==> config.mk <==
export PLATFORM = sky130hd
export DESIGN_NAME = regfile_op_sequencer
export DESIGN_NICKNAME = d
export VERILOG_FILES = /design/src/rtl/regfile_pkg.sv /design/src/rtl/seq_alu.sv /design/src/rtl/regfile_op_sequencer.sv
export SDC_FILE = /design/constraint.sdc
export NUM_CORES = 1
export LEC_CHECK = 0
export ABC_AREA = 1
export CORE_AREA = 2 2 107 109
export DETAILED_ROUTE_END_ITERATION = 6
export DIE_AREA = 0 0 109 111
export HOLD_SLACK_MARGIN = 0.02
export PLACE_DENSITY = 0.6
export SYNTH_ARGS = -nofsm -noshare
export SYNTH_HDL_FRONTEND = slang
export SYNTH_SLANG_ARGS = --single-unit
==> constraint.sdc <==
create_clock -name clk -period 2.4 [get_ports clk]
set_input_delay 0.48 -clock clk [delete_from_list [all_inputs] [get_ports clk]]
set_output_delay 0.48 -clock clk [all_outputs]
set_load 0.005 [all_outputs]
==> src/rtl/regfile_pkg.sv <==
// Shared definitions for the register-file operation sequencer:
// default widths, opcode values and the sequencer FSM state type.
package regfile_pkg;

  localparam int unsigned ADDRESS_WIDTH_DEF = 3;
  localparam int unsigned BUS_WIDTH_DEF     = 8;

  localparam logic [2:0] OP_ADD = 3'b000;
  localparam logic [2:0] OP_SUB = 3'b001;
  localparam logic [2:0] OP_AND = 3'b010;
  localparam logic [2:0] OP_OR  = 3'b011;
  localparam logic [2:0] OP_XOR = 3'b100;
  localparam logic [2:0] OP_MOV = 3'b101;
  localparam logic [2:0] OP_LDI = 3'b110;
  localparam logic [2:0] OP_NOP = 3'b111;

  typedef enum logic [2:0] {
    ST_IDLE  = 3'd0,
    ST_READ  = 3'd1,
    ST_EXEC  = 3'd2,
    ST_WRITE = 3'd3,
    ST_RESP  = 3'd4
  } state_e;

endpackage

==> src/rtl/seq_alu.sv <==
// Combinational ALU for the sequencer: one result per opcode, plus a
// carry/borrow flag (ADD/SUB only) and a zero flag on the result.
module seq_alu
  import regfile_pkg::*;
#(
  parameter int unsigned BUS_WIDTH = BUS_WIDTH_DEF
) (
  input  logic [2:0]           i_op,
  input  logic [BUS_WIDTH-1:0] i_a,
  input  logic [BUS_WIDTH-1:0] i_b,
  input  logic [BUS_WIDTH-1:0] i_imm,
  output logic [BUS_WIDTH-1:0] o_result,
  output logic                 o_carry,
  output logic                 o_zero
);

  logic [BUS_WIDTH:0] w_sum;
  logic [BUS_WIDTH:0] w_diff;

  // Extended-width add/subtract: the top bit is carry for ADD and borrow (A<B) for SUB.
  assign w_sum  = {1'b0, i_a} + {1'b0, i_b};
  assign w_diff = {1'b0, i_a} - {1'b0, i_b};

  // Opcode decode and flag generation
  always_comb begin
    o_carry  = 1'b0;
    o_result = i_a;
    case (i_op)
      OP_ADD:  {o_carry, o_result} = w_sum;
      OP_SUB:  {o_carry, o_result} = w_diff;
      OP_AND:  o_result = i_a & i_b;
      OP_OR:   o_result = i_a | i_b;
      OP_XOR:  o_result = i_a ^ i_b;
      OP_MOV:  o_result = i_a;
      OP_LDI:  o_result = i_imm;
      default: o_result = i_a;
    endcase
    o_zero = (o_result == '0);
  end

endmodule

==> src/rtl/regfile_op_sequencer.sv <==
// Command-driven sequencer owning the register file's read and write ports.
// Each command: read two sources, compute an ALU result, write it back
// (except NOP), then present the result on a valid/ready response channel.
module regfile_op_sequencer
  import regfile_pkg::*;
#(
  parameter int unsigned ADDRESS_WIDTH = ADDRESS_WIDTH_DEF,
  parameter int unsigned BUS_WIDTH     = BUS_WIDTH_DEF
) (
  input  logic                     clk,
  input  logic                     rst,
  input  logic                     cmd_valid,
  output logic                     cmd_ready,
  input  logic [2:0]               cmd_op,
  input  logic [ADDRESS_WIDTH-1:0] cmd_rd,
  input  logic [ADDRESS_WIDTH-1:0] cmd_rs1,
  input  logic [ADDRESS_WIDTH-1:0] cmd_rs2,
  input  logic [BUS_WIDTH-1:0]     cmd_imm,
  output logic [ADDRESS_WIDTH-1:0] addrA,
  output logic [ADDRESS_WIDTH-1:0] addrB,
  input  logic [BUS_WIDTH-1:0]     Data_A,
  input  logic [BUS_WIDTH-1:0]     Data_B,
  output logic [ADDRESS_WIDTH-1:0] write_addr,
  output logic [BUS_WIDTH-1:0]     data_in,
  output logic                     write_enable,
  output logic                     resp_valid,
  input  logic                     resp_ready,
  output logic [BUS_WIDTH-1:0]     resp_data,
  output logic                     resp_zero,
  output logic                     resp_carry
);

  state_e                   r_state;
  state_e                   w_next;

  logic [2:0]               r_op;
  logic [ADDRESS_WIDTH-1:0] r_rd;
  logic [ADDRESS_WIDTH-1:0] r_addr_a;
  logic [ADDRESS_WIDTH-1:0] r_addr_b;
  logic [BUS_WIDTH-1:0]     r_imm;
  logic [BUS_WIDTH-1:0]     r_opa;
  logic [BUS_WIDTH-1:0]     r_opb;
  logic [BUS_WIDTH:0]       r_result;
  logic                     r_zero;

  logic [BUS_WIDTH-1:0]     w_alu_result;
  logic                     w_alu_carry;
  logic                     w_alu_zero;

  seq_alu #(
    .BUS_WIDTH (BUS_WIDTH)
  ) u_alu (
    .i_op     (r_op),
    .i_a      (r_opa),
    .i_b      (r_opb),
    .i_imm    (r_imm),
    .o_result (w_alu_result),
    .o_carry  (w_alu_carry),
    .o_zero   (w_alu_zero)
  );

  // FSM state register; async reset clears it so write_enable drops at once.
  always_ff @(posedge clk or posedge rst) begin
    if (rst) r_state <= ST_IDLE;
    else     r_state <= w_next;
  end

  // Next-state logic: fixed walk through READ/EXEC, WRITE skipped for NOP
  always_comb begin
    w_next = r_state;
    case (r_state)
      ST_IDLE:  if (cmd_valid) w_next = ST_READ;
      ST_READ:  w_next = ST_EXEC;
      ST_EXEC:  w_next = (r_op == OP_NOP) ? ST_RESP : ST_WRITE;
      ST_WRITE: w_next = ST_RESP;
      ST_RESP:  if (resp_ready) w_next = ST_IDLE;
      default:  w_next = ST_IDLE;
    endcase
  end

  // State-decoded handshake and write strobe outputs
  always_comb begin
    cmd_ready    = 1'b0;
    write_enable = 1'b0;
    resp_valid   = 1'b0;
    case (r_state)
      ST_IDLE:  cmd_ready    = 1'b1;
      ST_WRITE: write_enable = 1'b1;
      ST_RESP:  resp_valid   = 1'b1;
      default:  ;
    endcase
  end

  // Datapath: latch command, capture operands, register ALU result and flags
  always_ff @(posedge clk or posedge rst) begin
    if (rst) begin
      r_op     <= '0;
      r_rd     <= '0;
      r_addr_a <= '0;
      r_addr_b <= '0;
      r_imm    <= '0;
      r_opa    <= '0;
      r_opb    <= '0;
      r_result <= '0;
      r_zero   <= 1'b0;
    end else begin
      case (r_state)
        ST_IDLE: begin
          if (cmd_valid) begin
            r_op     <= cmd_op;
            r_rd     <= cmd_rd;
            r_addr_a <= cmd_rs1;
            r_addr_b <= cmd_rs2;
            r_imm    <= cmd_imm;
          end
        end
        ST_READ: begin
          r_opa <= Data_A;
          r_opb <= Data_B;
        end
        ST_EXEC: begin
          r_result <= {w_alu_carry, w_alu_result};
          r_zero   <= w_alu_zero;
        end
        default: ;
      endcase
    end
  end

  assign addrA      = r_addr_a;
  assign addrB      = r_addr_b;
  assign write_addr = r_rd;
  assign data_in    = r_result[BUS_WIDTH-1:0];
  assign resp_data  = r_result[BUS_WIDTH-1:0];
  assign resp_carry = r_result[BUS_WIDTH];
  assign resp_zero  = r_zero;

endmodule

==> results of run 1 <==
layout make-up:
| cell class | instances | area (µm²) | area share |
|---|---|---|---|
| clock inverters | 3 | 22.52 | 0.005407 |
| inverters | 59 | 221.5 | 0.05317 |
| clock buffers | 5 | 125.1 | 0.03004 |
| flip-flops and latches | 49 | 1226 | 0.2944 |
| well taps | 143 | 178.9 | 0.04296 |
| multi-input cells | 299 | 1658 | 0.3980 |
| repair buffers | 73 | 733.2 | 0.1760 |
state kept, by name, indices dropped and copies added (netlist names):
name and count:
addrB 3, r_op 3, resp_zero 1, r_opb 8, r_imm 8, addrA 3
r_opa 8, r_state 3, r_result 9, write_addr 3
layer usage:
| layer | routed length [µm] | share of wire |
|---|---|---|
| met1 | 3733 | 0.43 |
| met2 | 4403 | 0.50 |
| met3 | 417 | 0.048 |
| met4 | 194 | 0.022 |
| met5 | 0 | 0 |
worst min-delay path, cell delays in order (launching register included):
cell and delay, ps:
dfrtp_1 360, nand2_1 60, nand2_1 50
cell families after synthesis:
logic type                 after synthesis
and+or+nand+nor                        207
buffers and inverters                   79
AOI/OAI and AO/OA                       51
DFF                                     49
adders and majority gates               27
muxes                                   14
power groups by stage:
stage | Combinational, mW | Sequential [mW] | Clock, mW
2_1_floorplan | 2.57 | 1.46 | 0
3_3_place_gp | 3.65 | 1.55 | 0
3_5_place_dp | 3.65 | 1.58 | 0
4_1_cts | 3.67 | 1.56 | 0.752
5_1_grt | 4.18 | 1.62 | 0.795
6_report | 3.64 | 1.55 | 0.732
worst min path at each step:
stage	endpoint	slack, ps	cells after the start
detailed placement	r_result[8]	490	2
CTS	r_result[8]	510	2
global placement	write_addr[2]	490	1
global route	addrB[1]	530	1
floorplan	resp_zero	470	2
finish	r_result[8]	500	2
cell usage after synthesis, drive strengths merged:
| cell | instances |
|---|---|
| a21oi | 33 |
| buf | 17 |
| clkbuf | 3 |
| dfrtp | 49 |
| fa | 2 |
| ha | 25 |
| inv | 59 |
| mux2 | 14 |
| nand2 | 95 |
| nand3 | 42 |
| nand3b | 1 |
| nand4 | 7 |
| nor2 | 58 |
| nor3 | 3 |
| o21a | 1 |
| o21ai | 16 |
| o22ai | 1 |
| or2 | 1 |
==> summary.txt, run 1 <==
Clock network
  – TritonCTS Buffers: 5
  – Number of post-CTS setup repair buffers: 0
  – Number of gates resized after CTS: 0
  – Clock Path Buffers: 2
  – Cts hold-fix bufs: 0
  – CTS Root Cell: clkbuf_16
  – H-Tree Level Count: 2
  – CTS sink count: between 40 and 50
  – Worst-Skew Late Latency: 290 ps
  – CTS tree: yes
  – Clock-pin slew of the registers on the worst-case setup and hold paths: 70 ps

Yosys
  – Mux contribution to synthesized area: 0.04872
  – Mapped Cells: 427
  – Post-synth top area cell: dfrtp_1
  – Cell variety after synth: 27
  – Synth Warn #: 0
  – #FFs+latches synth: 49
  – Largest family of logic cells by synthesized area: simple AND/OR/NAND/NOR gates
  – Syn avg cell area: 7.578 µm²
  – Post-synthesis net count: 494
  – Synth Area in Compound Gates: 0.08005
  – Post-synthesis sequential area ratio: 0.3790
  – Yosys top cell area share: 0.3790
  – Synth Area in XOR/XNOR: 0
  – Adder-Cell Fraction of Synth Area: 0.1090
  – Post-synthesis cell area: roughly 3200 µm²
  – Post-synthesis simple-gate area fraction: 0.2746
  – Synth area leaders: dfrtp_1, nand2_1, ha_1

GRT
  – Largest net degree at the start of global routing: 34
  – Grt met3 use: 0.02763
  – Remaining Overflow, GRT: 0
  – Met2 GRT Util: 0.2613
  – Number of global-route vias before repair: 3068
  – GR met1 Demand/Resource: 0.1943
  – Total GRT Usage: 0.1542
  – First-pass GRT wire length: ~15000 µm
  – GR peak layer: met2
  – Initial antenna violation count: 0

Pwr
  – Flop pwr share: 0.262
  – Power, Total: 5.927 mW
  – Pwr dens: around 1400 nW/µm²
  – Static leakage: 2.050 nW
  – Internal Power: 3.114 mW
  – Sw frac: 0.4746
  – Switching power: 2.813 mW
  – Clk network pwr share: 0.124
  – Peak supply drop: roughly 480 µV
  – Gate power share: 0.614

Floorplan
  – Num ports: 70
  – Die area: 12100 µm²
  – Die Y: ~110 µm
  – Initial core utilization: 0.2921
  – Die width: approximately 110 µm
  – Row count: 39
  – Core region area: 11080 µm²

Routing
  – Routed len/inst: 13.87 µm
  – Post-route DRC: 0
  – Via-to-Cell Ratio: between 4 and 5
  – First-pass DRT Iterations: 4
  – Vias: 2963
  – Post-route ant nets: 0
  – Final WL: 8749 µm
  – DRT iter0 DRCs: 192

Final layout
  – Non-Filler Instances: ~630
  – Leading cell type in the layout, fill and taps excluded: nand2_1
  – Finished layout cell area: 4165 µm²
  – Area growth, synth to finish: 28.73%
  – Share of layout cells above drive strength 1: 0.06967
  – Fillcell total: 1169
  – Nets: around 550
  – Most frequent cells in the layout: nand2_1, clkdlybuf4s50_1, nor2_1, inv_1, dfrtp_1
  – # diodes: 0
  – Final core area utilization: 0.3760

Setup path
  – Reg2Reg Depth: 14
  – Critical path depth: 14
  – Crit. End Element: flop
  – CP Launch Point: r_opa[0]
  – Crit path arrival time: 2340 ps
  – Crit Path Class: reg2reg
  – RR Endpoint: resp_zero
  – WP buf/inv: 2
  – Startpoint types: flop
  – CP max-delay cell: fa_1
  – Flop2flop setup slack: 290 ps
  – FF-to-FF Start: r_opa[0]
  – CP endpoint: resp_zero
  – Max FO, Critical Path: 4
  – CP dominant cell by count: nand2_1
  – CP delay by family, top: simple AND/OR/NAND/NOR gates
  – CP Data Required Time: about 2600 ps
  – Cell Chain, Critical Path: inv_1, ha_1, fa_1, inv_1, nand3_1, nand2_1, nand2_1, nand2_1, nand2_1, nand3_1, nand4_1, nor2_1, nand2_1, nand2_1
  – Max incr delay on CP: 400 ps

Timing
  – Final Critical Period: 2110 ps
  – RSZ-0062 raised after global routing: false
  – Post-route clock period utilization: 0.8790
  – Max-slew headroom: 0.5773
  – WHS: between 500 and 600 ps
  – Total negative setup slack: 0 ps
  – Final Setup Violations: 0
  – FMAX: between 400 and 500 MHz
  – Setup Skew: 5.328 ps
  – Slew Viols, Final: 0
  – Final setup slack of the worst path: 290.3 ps
  – Hold Vio Cnt, Final: 0
  – Slew @ Worst Pin: 634.1 ps

Place
  – Pre-CTS setup slack: 313.2 ps
  – Post-DP HPWL: 6819 µm
  – RePlAce Congestion: 0.9145
  – Placed cell count: 623
  – Port bufs: 69
  – Cell Area, Placed: roughly 4000 µm²

Hold path
  – HP Start: r_result[8]
  – Hold Crit Class: reg2reg

Run status
  – Status: finished, final reports clean

Run
  – Maxcap violations: 0
Note: power is estimated with default switching activity, not from simulation.
==> run 2: changes to the inputs <==
--- a/config.mk
+++ b/config.mk
@@ -7,6 +7,7 @@
 export LEC_CHECK = 0
 export ABC_AREA = 1
 export CORE_AREA = 2 2 107 109
+export CTS_CLUSTER_SIZE = 16
 export DETAILED_ROUTE_END_ITERATION = 6
 export DIE_AREA = 0 0 109 111
 export HOLD_SLACK_MARGIN = 0.02
==> results of run 2 <==
The final DEF is identical to that of run 1; final timing and power are the same.
==> run 3: changes to the inputs <==
--- a/config.mk
+++ b/config.mk
@@ -11,7 +11,7 @@
 export DETAILED_ROUTE_END_ITERATION = 6
 export DIE_AREA = 0 0 109 111
 export HOLD_SLACK_MARGIN = 0.02
-export PLACE_DENSITY = 0.6
+export PLACE_DENSITY = 0.48
 export SYNTH_ARGS = -nofsm -noshare
 export SYNTH_HDL_FRONTEND = slang
 export SYNTH_SLANG_ARGS = --single-unit
==> run 3 against run 2 <==
Final cell count is 0.16% higher. Via count is 2.4% lower. Total power is 0.37% lower. First-iteration DRC count is 33% lower.
==> summary.txt, run 3 (same netlist as run 1, synthesis figures left out) <==
Run status
  – Status: finished, final reports clean

Setup path
  – Crit Path Class: reg2reg
  – CP delay by family, top: simple AND/OR/NAND/NOR gates
  – Startpoint types: flop
  – Max incr delay on CP: about 410 ps
  – Cell Chain, Critical Path: inv_1, ha_1, fa_1, inv_1, nand3_1, nand2_1, nand2_1, nand2_1, nand2_1, nand3_1, nand4_1, nor2_1, nand2_1, nand2_1
  – Critical path depth: 14
  – CP Launch Point: r_opa[0]
  – Reg2Reg Depth: 14
  – Crit path arrival time: ~2400 ps
  – Flop2flop setup slack: 220 ps
  – Max FO, Critical Path: 4
  – CP dominant cell by count: nand2_1
  – CP Data Required Time: 2630 ps
  – Crit. End Element: flop
  – FF-to-FF Start: r_opa[0]
  – CP max-delay cell: fa_1
  – WP buf/inv: 2

Clock network
  – Cts hold-fix bufs: 0
  – TritonCTS Buffers: 5
  – Number of post-CTS setup repair buffers: 0
  – CTS Root Cell: clkbuf_16
  – CTS tree: yes
  – Clock-pin slew of the registers on the worst-case setup and hold paths: 70 ps
  – Worst-Skew Late Latency: 290 ps
  – CTS sink count: roughly 50
  – H-Tree Level Count: 2
  – Number of gates resized after CTS: 0
  – Clock Path Buffers: 2

Final layout
  – Max reg flops: 9
  – Finished layout cell area: 4159 µm²
  – Share of layout cells above drive strength 1: 0.07157
  – Non-Filler Instances: roughly 630
  – # diodes: 0
  – Most frequent cells in the layout: nand2_1, clkdlybuf4s50_1, nor2_1, inv_1, dfrtp_1
  – Top reg by flops: r_result
  – Area growth, synth to finish: 28.54%
  – Leading cell type in the layout, fill and taps excluded: nand2_1
  – Nets: 555
  – Fillcell total: 1186

Timing
  – Slew Viols, Final: 0
  – Total negative setup slack: 0 ps
  – Max-slew headroom: 0.6297
  – Slew @ Worst Pin: around 560 ps
  – Final Critical Period: 2176 ps
  – Hold Vio Cnt, Final: 0
  – FMAX: roughly 460 MHz
  – Setup Skew: 7.345 ps
  – RSZ-0062 raised after global routing: false
  – Final Setup Violations: 0
  – Post-route clock period utilization: 0.9065

Floorplan
  – Row count: 39
  – Num ports: 70
  – Initial core utilization: 0.2921
  – Core region area: 11080 µm²
  – Die width: 109 µm
  – Die area: approximately 12000 µm²
  – Die Y: 111 µm

GRT
  – Total GRT Usage: 0.1519
  – Initial antenna violation count: 0
  – Remaining Overflow, GRT: 0
  – Number of global-route vias before repair: 2969
  – First-pass GRT wire length: around 14000 µm
  – Largest net degree at the start of global routing: 34

Pwr
  – Internal Power: 3.122 mW
  – Switching power: 2.783 mW
  – Sw frac: 0.4713
  – Flop pwr share: 0.262
  – Pwr dens: 1420 nW/µm²
  – Gate power share: 0.615
  – Power, Total: 5.905 mW
  – Clk network pwr share: 0.123
  – Peak supply drop: 493.7 µV
  – Static leakage: just over 2 nW

Routing
  – Routed len/inst: ~14 µm
  – Vias: roughly 2900
  – Post-route ant nets: 0
  – First-pass DRT Iterations: 4
  – Post-route DRC: 0
  – Via-to-Cell Ratio: 4.576
  – Final WL: 8669 µm
  – DRT iter0 DRCs: ~130

Place
  – Placed cell count: 624
  – RePlAce Congestion: approximately 0.91
  – Port bufs: 69
  – Post-DP HPWL: 6862 µm
  – Cell Area, Placed: 4013 µm²

Run
  – Maxcap violations: 0

Hold path
  – Hold Crit Class: in2async
run 3: power by group through the flow:
| stage | clock [mW] | sequential (mW) | combinational (mW) |
|---|---|---|---|
| after floorplan | 0 | 1.46 | 2.57 |
| after global placement | 0 | 1.56 | 3.67 |
| after detailed placement | 0 | 1.57 | 3.67 |
| after CTS | 0.754 | 1.56 | 3.69 |
| after global routing | 0.784 | 1.61 | 4.17 |
| final | 0.728 | 1.55 | 3.63 |
run 3: final timing paths:
check / to
worst max-delay path: resp_zero
worst min-delay path: write_addr[1]
worst max register to register: resp_zero
worst min register to register: r_result[8]
max in group asynchronous: r_opa[7]
min in group clk: r_result[8]
run 3: layout make-up:
cell class	instances	area, µm²	share of cell area
multi-input combinational	299	1658	0.3986
sequential	49	1226	0.2948
timing repair buffer	74	728.2	0.1751
inverter	59	221.5	0.05325
tap	143	178.9	0.04302
clock buffer	5	125.1	0.03008
clock inverter	3	21.27	0.005114
run 3: stage by stage:
| step | hold WS, ps | util | worst slack (ps) |
|---|---|---|---|
| floorplan | 472.4 | - | 586.8 |
| global placement | 471.3 | 0.3623 | 228.9 |
| detailed placement | 483.8 | 0.3623 | 217.2 |
| CTS | 362.3 | 0.3755 | 179.8 |
| global route | 373.3 | 0.3755 | 22.84 |
| finish | 361.1 | 0.3755 | 224.4 |
run 3: layer usage:
metal / part of all wire / global-route usage / vias up
met5: 0 / 0 / -
met2: 0.49 / 0.2609 / 64
li1: - / - / 1468
met3: 0.040 / 0.03057 / 14
met1: 0.45 / 0.1912 / 1346
met4: 0.019 / 0.04103 / 0
==> edit 1 (settings of run 3) <==
The package constant `ADDRESS_WIDTH_DEF` goes from 3 to 2.
--- a/src/rtl/regfile_pkg.sv
+++ b/src/rtl/regfile_pkg.sv
@@ -2,7 +2,7 @@
 // default widths, opcode values and the sequencer FSM state type.
 package regfile_pkg;
 
-  localparam int unsigned ADDRESS_WIDTH_DEF = 3;
+  localparam int unsigned ADDRESS_WIDTH_DEF = 2;
   localparam int unsigned BUS_WIDTH_DEF     = 8;
 
   localparam logic [2:0] OP_ADD = 3'b000;
Interface: changed (6 resized); port bits go from 70 to 64. The function was not compared with the original's and may differ.
==> edit 1 against run 3 <==
  * Setup slack better by 0.071 ns
  * Sequential share of layout area shrank 0.84 points
  * Critical path depth fell by 2
  * Via count down 2.0%
  * Design area shrank 3.2%
  * Routed wire length increased by 0.24%
  * Area after synthesis down 4.8%
  * Total power down 0.92%
  * Sequential cell count is 3 lower
  * Die area did not move
  * Critical path type unchanged
  * Highest routed layer unchanged
==> edit 1: results (changes against run 3) <==
| Metric | Value |
|---|---|
| Worst-Margin Slew | `0.553 ns (was 0.555 ns)` |
| Mapped Nets | `481 (was 494)` |
| Vias in the first global route | `2880 (was 2969)` |
| Via count | `2835 (was 2892)` |
| Wire per inst | `14.0 um (was 13.7 um)` |
| Port bufs | `63 (was 69)` |
| First-pass GRT wire length | `14900 um (was 14400 um)` |
| Nets@finish | `540 (was 555)` |
| First-pass DRT Iterations | `5 (was 4)` |
| Share of layout cells above drive strength 1 | `7.13% (was 7.16%)` |
| Synth area leaders | `dfrtp_1 37%, nand2_1 11%, ha_1 10%, nor2_1 7.1%, inv_1 6.8% (was dfrtp_1 38%, nand2_1 11%, ha_1 9.7%, inv_1 6.7%, nor2_1 6.6%)` |
| Dpl hpwl | `6680 um (was 6860 um)` |
| Crit path DAT | `2.29 ns (was 2.41 ns)` |
| Synth Instances | `417 (was 427)` |
| Starting DRC count in detailed routing | `286 (was 128)` |
| Status | `completed (unchanged)` |
| Setup WS pre-CTS | `0.303 ns (was 0.217 ns)` |
| Placed insts | `612 (was 624)` |
| Leakage power | `1.99 nW (was 2.05 nW)` |
| Ys async rst share | `100% (unchanged)` |
| Hold Path Class | `register to register (was input port to asynchronous set/reset pin)` |
| All-Layer GR Usage | `15.7% (was 15.2%)` |
| GPL Wtd Cong | `0.933 (was 0.905)` |
| Clock Skews | `0.00681 ns (was 0.00734 ns)` |
| Most frequent cells after synthesis | `91 x nand2_1, 58 x nor2_1, 56 x inv_1 (was 93 x nand2_1, 58 x inv_1, 57 x nor2_1)` |
| Peak VDD IR | `0.422 mV (was 0.494 mV)` |
| Final wirelength | `8690 um (was 8670 um)` |
| Crit path max fanout | `3 (was 4)` |
| Crit-path slowest cell | `dfrtp_1 (was fa_1)` |
| H-tree levels | `2 (unchanged)` |
| Largest net degree at the start of global routing | `28 (was 34)` |
| Synth cell types | `23 (was 27)` |
| Fillers | `1187 (was 1186)` |
edit 1: timing repair:
item / 4_1_cts / 5_1_grt
endpoints found under the setup margin: 0 / 1
resized for setup: 0 / 3
hold endpoints to repair: 0 / 0
edit 1: worst paths after layout:
kind	startpoint	to	slack (ns)	cells after the start
hold reg to reg	r_result[8]	r_result[8]	0.50	2
max in group asynchronous	rst	r_opa[1]	1.36	3
setup reg to reg	r_opb[0]	r_result[8]	0.30	12
setup / recovery	r_opb[0]	r_result[8]	0.30	12
min in group asynchronous	rst	addrA[1]	0.52	2
hold / removal	r_result[8]	r_result[8]	0.50	2
edit 1: metal layers:
layer	global-route usage [%]	part of all wire [%]	vias up
met5	0	0	-
met4	4.70	0.85	0
met3	2.41	4.6	6
met2	24.5	46	87
met1	22.4	49	1304
li1	-	-	1438
edit 1: area by class of cell:
class                      instances  area, um^2  area share [%]
clock buffer                       7         153            3.79
multi-input combinational        296        1610            39.9
clock inverter                     1        8.76           0.218
timing repair buffer              71         716            17.8
tap                              143         179            4.45
inverter                          56         210            5.22
sequential                        46        1150            28.6
edit 1: power breakdown:
group	switching [mW]	leakage, nW	internal, mW
sequential	0.319	0.532	1.15
clock	0.315	0.0801	0.446
combinational	2.13	1.38	1.49
total	2.76	1.99	3.09
edit 1: logic make-up (layout without fill, tap and decap cells):
family                   after synthesis  count (layout)  share of synthesized area [%]
multiplexers                          10              10                           3.65
flip-flops                            46              46                           37.4
buffers and inverters                 75             135                           10.7
adder cells (fa/ha/maj)               27              27                           11.4
AO/OA/AOI/OAI                         52              52                           8.65
AND/OR/NAND/NOR                      207             207                           28.2
edit 1: worst max-delay path: cells and delay by family (launching register included):
family | cells | cell delay [ns]
and+or+nand+nor | 7 | 0.62
AOI/OAI and AO/OA | 3 | 0.34
adders and majority gates | 2 | 0.64
DFF | 1 | 0.41
edit 1: per-stage QoR:
stage	area (um^2)	total power, mW	hold WS [ns]
after global placement	3860	5.13	0.482
after CTS	4020	5.89	0.511
after global routing	4020	6.49	0.520
after detailed placement	3860	5.08	0.482
final	4020	5.85	0.499
after floorplan	3080	3.85	0.472
==> edit 2 (flow settings as in run 3) <==
Made on the original files. Re-encode `state_e` (5 states) as one-hot, 5 bits wide.
--- a/src/rtl/regfile_pkg.sv
+++ b/src/rtl/regfile_pkg.sv
@@ -14,12 +14,12 @@
   localparam logic [2:0] OP_LDI = 3'b110;
   localparam logic [2:0] OP_NOP = 3'b111;
 
-  typedef enum logic [2:0] {
-    ST_IDLE  = 3'd0,
-    ST_READ  = 3'd1,
-    ST_EXEC  = 3'd2,
-    ST_WRITE = 3'd3,
-    ST_RESP  = 3'd4
+  typedef enum logic [4:0] {
+    ST_IDLE  = 5'b00001,
+    ST_READ  = 5'b00010,
+    ST_EXEC  = 5'b00100,
+    ST_WRITE = 5'b01000,
+    ST_RESP  = 5'b10000
   } state_e;
 
 endpackage
Function: same outputs for any inputs over 10 cycles, from zero or initial values and one cycle with rst high; not proved beyond that.
==> edit 2 against run 3 <==
  * Routed wire length shrank 6.9%
  * Sequential cell count grew 2
  * Area after synthesis grew 2.7%
  * Hold slack gained 0.14 ns
  * Setup slack lost 0.059 ns
  * Count of clock-buffer cells in the layout grew 1
  * Register-to-register slack gained 0.13 ns
  * First-iteration DRC count shrank 7.0%
  * Design area grew 2.6%
  * Total power grew 0.66%
  * Synthesized cell count is the same
  * Largest cell class unchanged
==> edit 2: results (changes against run 3) <==
| Metric | Value |
|---|---|
| Synth area leaders | `dfrtp_1 38%, nand2_1 12%, ha_1 9.4%, inv_1 6.8%, nand3_1 6.5% (was dfrtp_1 38%, nand2_1 11%, ha_1 9.7%, inv_1 6.7%, nor2_1 6.6%)` |
| Peak VDD IR | `0.538 mV (was 0.494 mV)` |
| Most frequent cells after synthesis | `106 x nand2_1, 60 x inv_1, 50 x dfrtp_1 (was 93 x nand2_1, 58 x inv_1, 57 x nor2_1)` |
| Post-CTS Setup Bufs | `0 (unchanged)` |
| Fillers | `1183 (was 1186)` |
| Reg-to-reg endpoint | `resp_zero (unchanged)` |
| Dpl hpwl | `6400 um (was 6860 um)` |
| Starting DRC count in detailed routing | `119 (was 128)` |
| Cell family with most CP delay | `buffers and inverters (was simple AND/OR/NAND/NOR gates)` |
| Share of layout cells above drive strength 1 | `7.35% (was 7.16%)` |
| Antenna cell count | `0 (unchanged)` |
| Reg2reg path depth | `12 (was 14)` |
| GPL Wtd Cong | `0.924 (was 0.905)` |
| Max reg flops | `9 (unchanged)` |
| Reg2reg start | `r_opa[2] (was r_opa[0])` |
| Sequential area share after synthesis | `38.5% (was 37.9%)` |
| Vias in the first global route | `2749 (was 2969)` |
| YS warnings | `0 (unchanged)` |
| H-tree levels | `2 (unchanged)` |
| Final Setup Violations | `0 (unchanged)` |
| Ys async rst share | `100% (unchanged)` |
| Via count | `2842 (was 2892)` |
| Wire per inst | `12.8 um (was 13.7 um)` |
| Maxcap violations | `0 (unchanged)` |
| Clock Skews | `0.00895 ns (was 0.00734 ns)` |
| First-pass DRT Iterations | `5 (was 4)` |
| Reg-to-reg slack, setup | `0.35 ns (was 0.22 ns)` |
| Critical path origin | `r_state[0] (was r_opa[0])` |
| Synth Flop Type | `dfrtp_1 (unchanged)` |
| Root Driver | `clkbuf_16 (unchanged)` |
| Nets@finish | `556 (was 555)` |
| All-Layer GR Usage | `14.3% (was 15.2%)` |
| Placed Instance Area | `4090 um^2 (was 4010 um^2)` |
| Crit-path slowest cell | `dfstp_2 (was fa_1)` |
| Crit path DAT | `1.75 ns (was 2.41 ns)` |
| Initial antenna violation count | `0 (unchanged)` |
| Synth cell types | `32 (was 27)` |
| Clock-pin slew on the worst setup and hold paths | `0.07 ns (about the same)` |
| Hold Path Class | `input port to asynchronous set/reset pin (unchanged)` |
| Clock Path Buffers | `2 (unchanged)` |
| First-pass GRT wire length | `13700 um (was 14400 um)` |
| Leakage power | `2.03 nW (was 2.05 nW)` |
| Max stage delay on crit path | `0.56 ns (was 0.41 ns)` |
| Crit path max fanout | `3 (was 4)` |
| Port bufs | `69 (unchanged)` |
| Largest net degree at the start of global routing | `35 (was 34)` |
| Worst-Margin Slew | `0.498 ns (was 0.555 ns)` |
| Status | `completed (unchanged)` |
[edit 2: cell count changes after synthesis, sizes merged, moves of 2 or more]
| cell | delta |
|---|---|
| a21oi | -24 |
| inv | +2 |
| mux2 | -2 |
| nand2 | +12 |
| nor2 | -21 |
| nor4 | +3 |
| o21ai | +22 |
| o22ai | +2 |
[edit 2: report_power, final]
group | switching (mW) | leakage (nW) | internal, mW
logic | 2.02 | 1.31 | 1.48
clock network | 0.323 | 0.0875 | 0.524
registers | 0.327 | 0.629 | 1.27
[edit 2: kinds of logic (layout without fill, tap and decap cells)]
family | after synthesis | count (layout) | synth area share, %
DFF | 51 | 51 | 38.5
muxes | 12 | 12 | 4.07
AOI/OAI and AO/OA | 54 | 54 | 8.59
buffers and inverters | 81 | 144 | 11.3
adders and majority gates | 27 | 27 | 10.6
and+or+nand+nor | 202 | 202 | 27.0
[edit 2: routing by layer]
| layer | GRT usage, % | up-vias | share of wire (%) |
|---|---|---|---|
| li1 | - | 1485 | - |
| met1 | 20.8 | 1281 | 49 |
| met2 | 22.0 | 71 | 45 |
| met3 | 2.12 | 5 | 4.5 |
| met4 | 4.10 | 0 | 1.4 |
| met5 | 0 | - | 0 |
[edit 2: worst max-delay path by stage]
stage	endpoint	slack [ns]
3_3_place_gp	resp_zero	0.35
3_5_place_dp	resp_zero	0.39
2_1_floorplan	resp_zero	0.58
4_1_cts	cmd_ready	0.15
5_1_grt	cmd_ready	0.09
6_report	cmd_ready	0.17
[edit 2: final cells by class]
type / instances / area [um^2] / share of cell area, %
sequential: 51 / 1280 / 29.9
clock inverter: 2 / 38.8 / 0.909
timing repair buffer: 75 / 736 / 17.2
inverter: 61 / 229 / 5.36
tap: 143 / 179 / 4.19
multi-input combinational: 295 / 1670 / 39.1
clock buffer: 6 / 139 / 3.25
[edit 2: per-stage QoR]
step	worst slack (ns)	util [%]	cells	total power, mW	hold WS [ns]
3_3_place_gp	0.353	36.9	625	5.12	0.475
5_1_grt	0.0941	38.5	633	6.58	0.525
3_5_place_dp	0.387	36.9	625	5.12	0.482
6_report	0.165	38.5	633	5.94	0.500
4_1_cts	0.147	38.5	633	5.99	0.498
2_1_floorplan	0.580	-	427	4.05	0.472
